File: src/rtl/memory_instruction_queue_pkg.sv
// Shared definitions for the memory instruction path: lane/entry width helpers,
// the lane field layout used by decoder and control_unit, and queue state codes.
package memory_instruction_queue_pkg;

   localparam int DEFAULT_ADDR_BITS = 15;

   function automatic int laneWidth(input int addrBits);
      return 3 * addrBits + 15;
   endfunction

   function automatic int entryWidth(input int addrBits, input int logWidth);
      return laneWidth(addrBits) * (1 << logWidth) + 2;
   endfunction

   // Lane field layout at the default address width (60 bits, MSB first).
   typedef struct packed {
      logic                         is_load;
      logic                         target;
      logic [2:0]                   height;
      logic [2:0]                   width;
      logic                         zero_flag;
      logic                         skip_flag;
      logic [DEFAULT_ADDR_BITS-1:0] addr;
      logic [4:0]                   stridex;
      logic [4:0]                   stridey;
      logic [DEFAULT_ADDR_BITS-1:0] daddr;
      logic [4:0]                   dstridex;
      logic [4:0]                   dstridey;
   } lane_fields_t;

   localparam int LANE_FIELDS_W = $bits(lane_fields_t);

   localparam logic [0:0] ST_EMPTY = 1'b0;
   localparam logic [0:0] ST_ISSUE = 1'b1;

endpackage

File: src/rtl/memory_instruction_queue_sync_fifo.sv
// Parameterised synchronous FIFO with combinational head read, used as the
// entry store of the memory instruction queue.
module memory_instruction_queue_sync_fifo #(
   parameter int WIDTH     = 8,
   parameter int DEPTH_LOG = 3
) (
   input  logic                 clk,
   input  logic                 reset,
   input  logic                 clear_i,
   input  logic                 push_i,
   input  logic                 pop_i,
   input  logic [WIDTH-1:0]     wdata_i,
   output logic [WIDTH-1:0]     rdata_o,
   output logic                 full_o,
   output logic                 empty_o,
   output logic [DEPTH_LOG:0]   count_o
);

   localparam int DEPTH = 1 << DEPTH_LOG;

   logic [WIDTH-1:0]     memQ [DEPTH];
   logic [DEPTH_LOG-1:0] wrPtrQ, wrPtrD;
   logic [DEPTH_LOG-1:0] rdPtrQ, rdPtrD;
   logic [DEPTH_LOG:0]   countQ, countD;
   logic                 doPush, doPop;

   assign full_o  = (countQ == (DEPTH_LOG+1)'(DEPTH));
   assign empty_o = (countQ == '0);
   assign count_o = countQ;
   assign rdata_o = memQ[rdPtrQ];

   // A push into a full FIFO is accepted only when the same-cycle pop frees a slot.
   assign doPop  = pop_i && !empty_o && !clear_i;
   assign doPush = push_i && (!full_o || doPop) && !clear_i;

   always_comb begin
      wrPtrD = wrPtrQ;
      rdPtrD = rdPtrQ;
      countD = countQ;
      if (clear_i) begin
         wrPtrD = '0;
         rdPtrD = '0;
         countD = '0;
      end else begin
         if (doPush) wrPtrD = wrPtrQ + 1'b1;
         if (doPop)  rdPtrD = rdPtrQ + 1'b1;
         case ({doPush, doPop})
            2'b10:   countD = countQ + 1'b1;
            2'b01:   countD = countQ - 1'b1;
            default: countD = countQ;
         endcase
      end
   end

   always_ff @(posedge clk) begin
      if (reset) begin
         wrPtrQ <= '0;
         rdPtrQ <= '0;
         countQ <= '0;
      end else begin
         wrPtrQ <= wrPtrD;
         rdPtrQ <= rdPtrD;
         countQ <= countD;
      end
   end

   // Storage is deliberately left without reset; only the pointers define validity.
   always_ff @(posedge clk) begin
      if (doPush && !reset) memQ[wrPtrQ] <= wdata_i;
   end

endmodule

File: src/rtl/memory_instruction_queue.sv
// Queue of superscalar memory instructions between control unit and APU; each
// stored entry is issued downstream one lane per beat.
module memory_instruction_queue
   import memory_instruction_queue_pkg::*;
#(
   parameter int MEMORY_ADDRESS_BITS   = 15,
   parameter int SUPERSCALAR_LOG_WIDTH = 2,
   parameter int DEPTH_LOG             = 3,
   localparam int LANE_W  = laneWidth(MEMORY_ADDRESS_BITS),
   localparam int ENTRY_W = entryWidth(MEMORY_ADDRESS_BITS, SUPERSCALAR_LOG_WIDTH)
) (
   input  logic                             clk,
   input  logic                             reset,
   input  logic                             flush,
   input  logic                             in_we,
   input  logic [ENTRY_W-1:0]               in_instruction,
   input  logic [SUPERSCALAR_LOG_WIDTH-1:0] in_copy_count,
   output logic                             stall,
   output logic                             full,
   output logic [DEPTH_LOG:0]               occupancy,
   output logic                             out_valid,
   input  logic                             out_ready,
   output logic [SUPERSCALAR_LOG_WIDTH-1:0] out_lane,
   output logic [LANE_W-1:0]                out_lane_data,
   output logic [1:0]                       out_flags,
   output logic                             out_last,
   output logic                             overflow
);

   localparam int DEPTH  = 1 << DEPTH_LOG;
   localparam int SLW    = SUPERSCALAR_LOG_WIDTH;
   localparam int FIFO_W = ENTRY_W + SLW;

   logic [FIFO_W-1:0]  headWord;
   logic [ENTRY_W-1:0] headInstr;
   logic [SLW-1:0]     headCount;
   logic               fifoFull, fifoEmpty;
   logic [DEPTH_LOG:0] fifoCount;
   logic [DEPTH_LOG:0] nextCount;

   logic [0:0]     stateQ, stateD;
   logic [SLW-1:0] laneQ, laneD;
   logic           overflowQ, overflowD;
   logic           beatFire, popFire, pushFire;

   memory_instruction_queue_sync_fifo #(
      .WIDTH    (FIFO_W),
      .DEPTH_LOG(DEPTH_LOG)
   ) u_fifo (
      .clk    (clk),
      .reset  (reset),
      .clear_i(flush),
      .push_i (pushFire),
      .pop_i  (popFire),
      .wdata_i({in_instruction, in_copy_count}),
      .rdata_o(headWord),
      .full_o (fifoFull),
      .empty_o(fifoEmpty),
      .count_o(fifoCount)
   );

   assign headInstr = headWord[FIFO_W-1:SLW];
   assign headCount = headWord[SLW-1:0];

   assign out_valid     = (stateQ == ST_ISSUE) && !fifoEmpty;
   assign out_lane      = laneQ;
   assign out_last      = out_valid && (laneQ == headCount);
   assign out_lane_data = headInstr[int'(laneQ) * LANE_W +: LANE_W];
   assign out_flags     = headInstr[ENTRY_W-1 -: 2];

   assign occupancy = fifoCount;
   assign full      = fifoFull;
   assign stall     = (fifoCount >= (DEPTH_LOG+1)'(DEPTH - 2));
   assign overflow  = overflowQ;

   assign beatFire = out_valid && out_ready;
   assign popFire  = beatFire && out_last;
   assign pushFire = in_we && !flush && (!fifoFull || popFire);

   assign nextCount = fifoCount + (DEPTH_LOG+1)'(pushFire) - (DEPTH_LOG+1)'(popFire);

   // The lane counter walks the head entry and restarts at lane 0 on every pop,
   // so the next entry issues without a bubble.
   always_comb begin
      stateD    = stateQ;
      laneD     = laneQ;
      overflowD = overflowQ | (in_we && !flush && fifoFull && !popFire);
      if (flush) begin
         stateD = ST_EMPTY;
         laneD  = '0;
      end else begin
         stateD = (nextCount != '0) ? ST_ISSUE : ST_EMPTY;
         if (beatFire) laneD = out_last ? '0 : laneQ + 1'b1;
      end
   end

   always_ff @(posedge clk) begin
      if (reset) begin
         stateQ    <= ST_EMPTY;
         laneQ     <= '0;
         overflowQ <= 1'b0;
      end else begin
         stateQ    <= stateD;
         laneQ     <= laneD;
         overflowQ <= overflowD;
      end
   end

endmodule

File: config.mk
export PLATFORM = sky130hd
export DESIGN_NAME = memory_instruction_queue
export DESIGN_NICKNAME = d
export VERILOG_FILES = /design/src/rtl/memory_instruction_queue_pkg.sv /design/src/rtl/memory_instruction_queue_sync_fifo.sv /design/src/rtl/memory_instruction_queue.sv
export SDC_FILE = /design/constraint.sdc
export NUM_CORES = 2
export LEC_CHECK = 0
export BUFFER_PORTS_ARGS = -buffer_cell sky130_fd_sc_hd__buf_2
export CAP_MARGIN = 20
export CORE_MARGIN = 2
export CORE_UTILIZATION = 32
export DETAILED_ROUTE_END_ITERATION = 10
export PLACE_DENSITY = 0.6
export SLEW_MARGIN = 20
export SYNTH_ARGS = -nofsm -noshare
export SYNTH_HDL_FRONTEND = slang
export SYNTH_SLANG_ARGS = --single-unit
File: constraint.sdc
create_clock -name clk -period 24.5 [get_ports clk]
set_input_delay 4.9 -clock clk [delete_from_list [all_inputs] [get_ports clk]]
set_output_delay 4.9 -clock clk [all_outputs]
set_load 0.1 [all_outputs]
==> impl_metrics.py <==
metrics = {
    "global_route": {
        "grt_pass1_wl_mm": 242,
        "gr-total-overflow": 0,
        "antenna_found_initial": 80,
        "track_usage_pct": 13.9,
        "grt_pass1_vias": 34641,
        "grt_start_max_net_pins": 145,
    },
    "die": {
        "dieArea_mm2": 0.238,
        "die_width_um": 487,
        "die_h_um": 487,
        "num_rows": 177,
        "ioPinCount": 322,
        "fp.coreArea_mm2": 0.233,
        "initial_core_util_pct": 32.2,
    },
    "logic_synthesis": {
        "synth_top_area_share_pct": 78.4,
        "ys_seq_elements": 1969,
        "yosysMostFrequentCell": "edfxtp_1",
        "syn_area_mm2": 0.0748,
        "synth_edf_count": 1952,
        "yosysSeqAreaShare_pct": 78.8,
        "ys_top_cells_by_count": "edfxtp_1 (1952), mux4_2 (606), clkbuf_1 (81), mux2_2 (62), buf_2 (46)",
        "yosysWarnings": 0,
        "async_flop_share_pct": 0,
        "synth_flop_cell": "edfxtp_1",
        "synth_area_leader_cell": "edfxtp_1",
        "synth_nets": 3167,
        "ys_types": 36,
        "avgSynthCellArea_um2": 25.7,
        "synthCells": 2904,
        "ys_top_cells_by_area": "edfxtp_1 (78%), mux4_2 (18%), mux2_2 (0.93%)",
    },
    "sta": {
        "grt_setup_unrepaired": "false",
        "relSlewSlack_pct": 26.2,
        "fin_crit_ps": 11440,
        "post-route-period-util_pct": 46.7,
        "fmax_mhz": 87.4,
        "final_hold_viol_count": 0,
        "clock_skew_ps": 57.4,
        "setup_tns_ps": 0,
        "report.final.slew_viol_count": 0,
        "worst_pin_slew_ps": 1110,
        "setup_violations": 0,
        "hold_slack_ps": 497,
    },
    "pwr": {
        "leakage_uw": 0.0262,
        "ir_worst_vdd_mv": 0.0615,
        "power_frac_clock_pct": 44.6,
        "swShare_pct": 20.0,
        "combinationalPowerShare_pct": 1.8,
        "intPower_uw": 5550,
        "switchingPower_uw": 1390,
        "p_per_area_mw_per_mm2": 79.8,
        "p_seq_share_pct": 53.6,
    },
    "critical_path": {
        "cp.required_ps": 19600,
        "cp.arrival_ps": 6540,
        "critPathSlowestCell": "dfxtp_4",
        "critPathCaptureType": "output pin",
        "max_stage_delay_ps": 920,
        "startpoint_type": "flop",
        "crit_chain": "buf_12 > buf_4 > buf_4 > buf_4 > mux4_2 > mux4_2 > mux2_2 > buf_2",
        "critPathKind": "flop to output pin",
        "cp_max_fo": 83,
        "cpMostUsedCell": "buf_4",
    },
    "detailed_routing": {
        "dr.pass1.iters": 5,
        "via_per_inst": 4.96,
        "drt-initial-drc-count": 2556,
        "ant_nets": 0,
        "vias": 32648,
        "avgRoutedWirePerCell_um": 25.3,
        "drt-total-wl_mm": 166,
        "drc": 0,
    },
    "cells_and_area": {
        "nFillCells": 20807,
        "multi_input_area_mm2": 0.0151,
        "seqCellArea_mm2": 0.0590,
        "area_growth_pct": 16.3,
        "nets": 3608,
        "drive_above_1_share_pct": 38.7,
    },
    "placement": {
        "place_hpwl_mm": 89.4,
        "io_buffers": 321,
        "finalWeightedCongestion": 0.709,
    },
    "clock_network": {
        "clockBufferDepth": 3,
        "clk_pin_slew_ps": 60,
        "htree_levels": 4,
        "post_cts_buffers": 0,
        "cts-resized-gates": 0,
        "clkLatencyLatePin_ps": 850,
        "clock_sink_count": 1969,
        "clockRootBuffer": "clkbuf_16",
        "cts_buffers": 205,
        "cts_tree": "done",
        "hold_buffers": 0,
    },
    "worst_hold_path": {
        "hold_class": "flop to flop",
    },
    "outcome": {
        "outcome": "finished, final reports clean",
    },
    "flow_run": {
        "maxCapViolations": 0,
    },
}
==> sequential cells by signal, indices dropped and copies added, names as in the netlist, named ones only <==
name            flops
out_lane            2
u_fifo.memQ      1952
overflow            1
u_fifo.rdPtrQ       3
stateQ              1
u_fifo.count_o      4
u_fifo.wrPtrQ       3
==> per-stage QoR <==
stage	instances	setup slack (ps)	power [uW]	util, %	area (um^2)
after floorplan	2904	1190	3850	-	74800
after global placement	6181	13650	3910	34.4	80100
after detailed placement	6181	13610	3920	34.4	80100
after CTS	6561	12700	7020	37.4	86900
after global routing	6567	12370	7160	37.4	86900
final	6581	13060	6940	37.4	86900
==> layout make-up <==
class | count | share of cell area [%]
multi-input cells | 772 | 17.4
well taps | 3043 | 4.38
inverters | 16 | 0.0691
clock inverters | 127 | 1.60
flip-flops and latches | 1969 | 67.8
diodes | 20 | 0.0576
repair buffers | 381 | 2.47
clock buffers | 253 | 6.18
==> path summary, 6_finish.rpt <==
kind	from	end	slack, ps	cells after the start
worst max-delay path	flop	out_lane_data[31]	13060	8
worst min-delay path	u_fifo.rdPtrQ[2]	flop	500	2
worst max register to register	flop	u_fifo.memQ[3][85]	17040	10
worst min register to register	u_fifo.rdPtrQ[2]	flop	500	2
==> cells in the final DEF (no fill, tap or decap), drive strengths merged, types with 17 or more instances in the layout <==
master / instances
dfxtp: 17
buf: 381
bufinv: 22
inv: 23
mux2: 62
clkinv: 89
diode: 20
clkbuf: 253
edfxtp: 1952
mux4: 606
==> metal layers <==
metal | vias to the layer above | part of all wire, % | global-route usage [%]
met4 | 78 | 2.5 | 3.92
li1 | 13655 | - | -
met1 | 17748 | 42 | 18.4
met5 | - | 0.30 | 0
met3 | 343 | 7.2 | 3.97
met2 | 824 | 48 | 22.2
==> power groups by stage <==
stage | clock network, uW | registers [uW] | logic (uW)
global route | 3310 | 3720 | 134
floorplan | 0 | 3800 | 48.9
finish | 3100 | 3720 | 122
global placement | 0 | 3790 | 118
detailed placement | 0 | 3790 | 124
CTS | 3180 | 3720 | 124
==> critical path: cells and delay by family (launching register included) <==
family   cells  cell delay (ps)
buf+inv      5             3040
mux          3             1420
flops        1              920
==> cell families after synthesis <==
family                     Yosys count  share of synthesized area (%)
muxes                              677                           19.3
DFF                               1969                           78.8
adders and majority gates           14                          0.254
and+or+nand+nor                     48                          0.321
buffers and inverters              163                          0.997
AOI/OAI and AO/OA                   26                          0.194
xor gates and xnor gates             7                         0.0820
(Power assumes the default switching activity.)
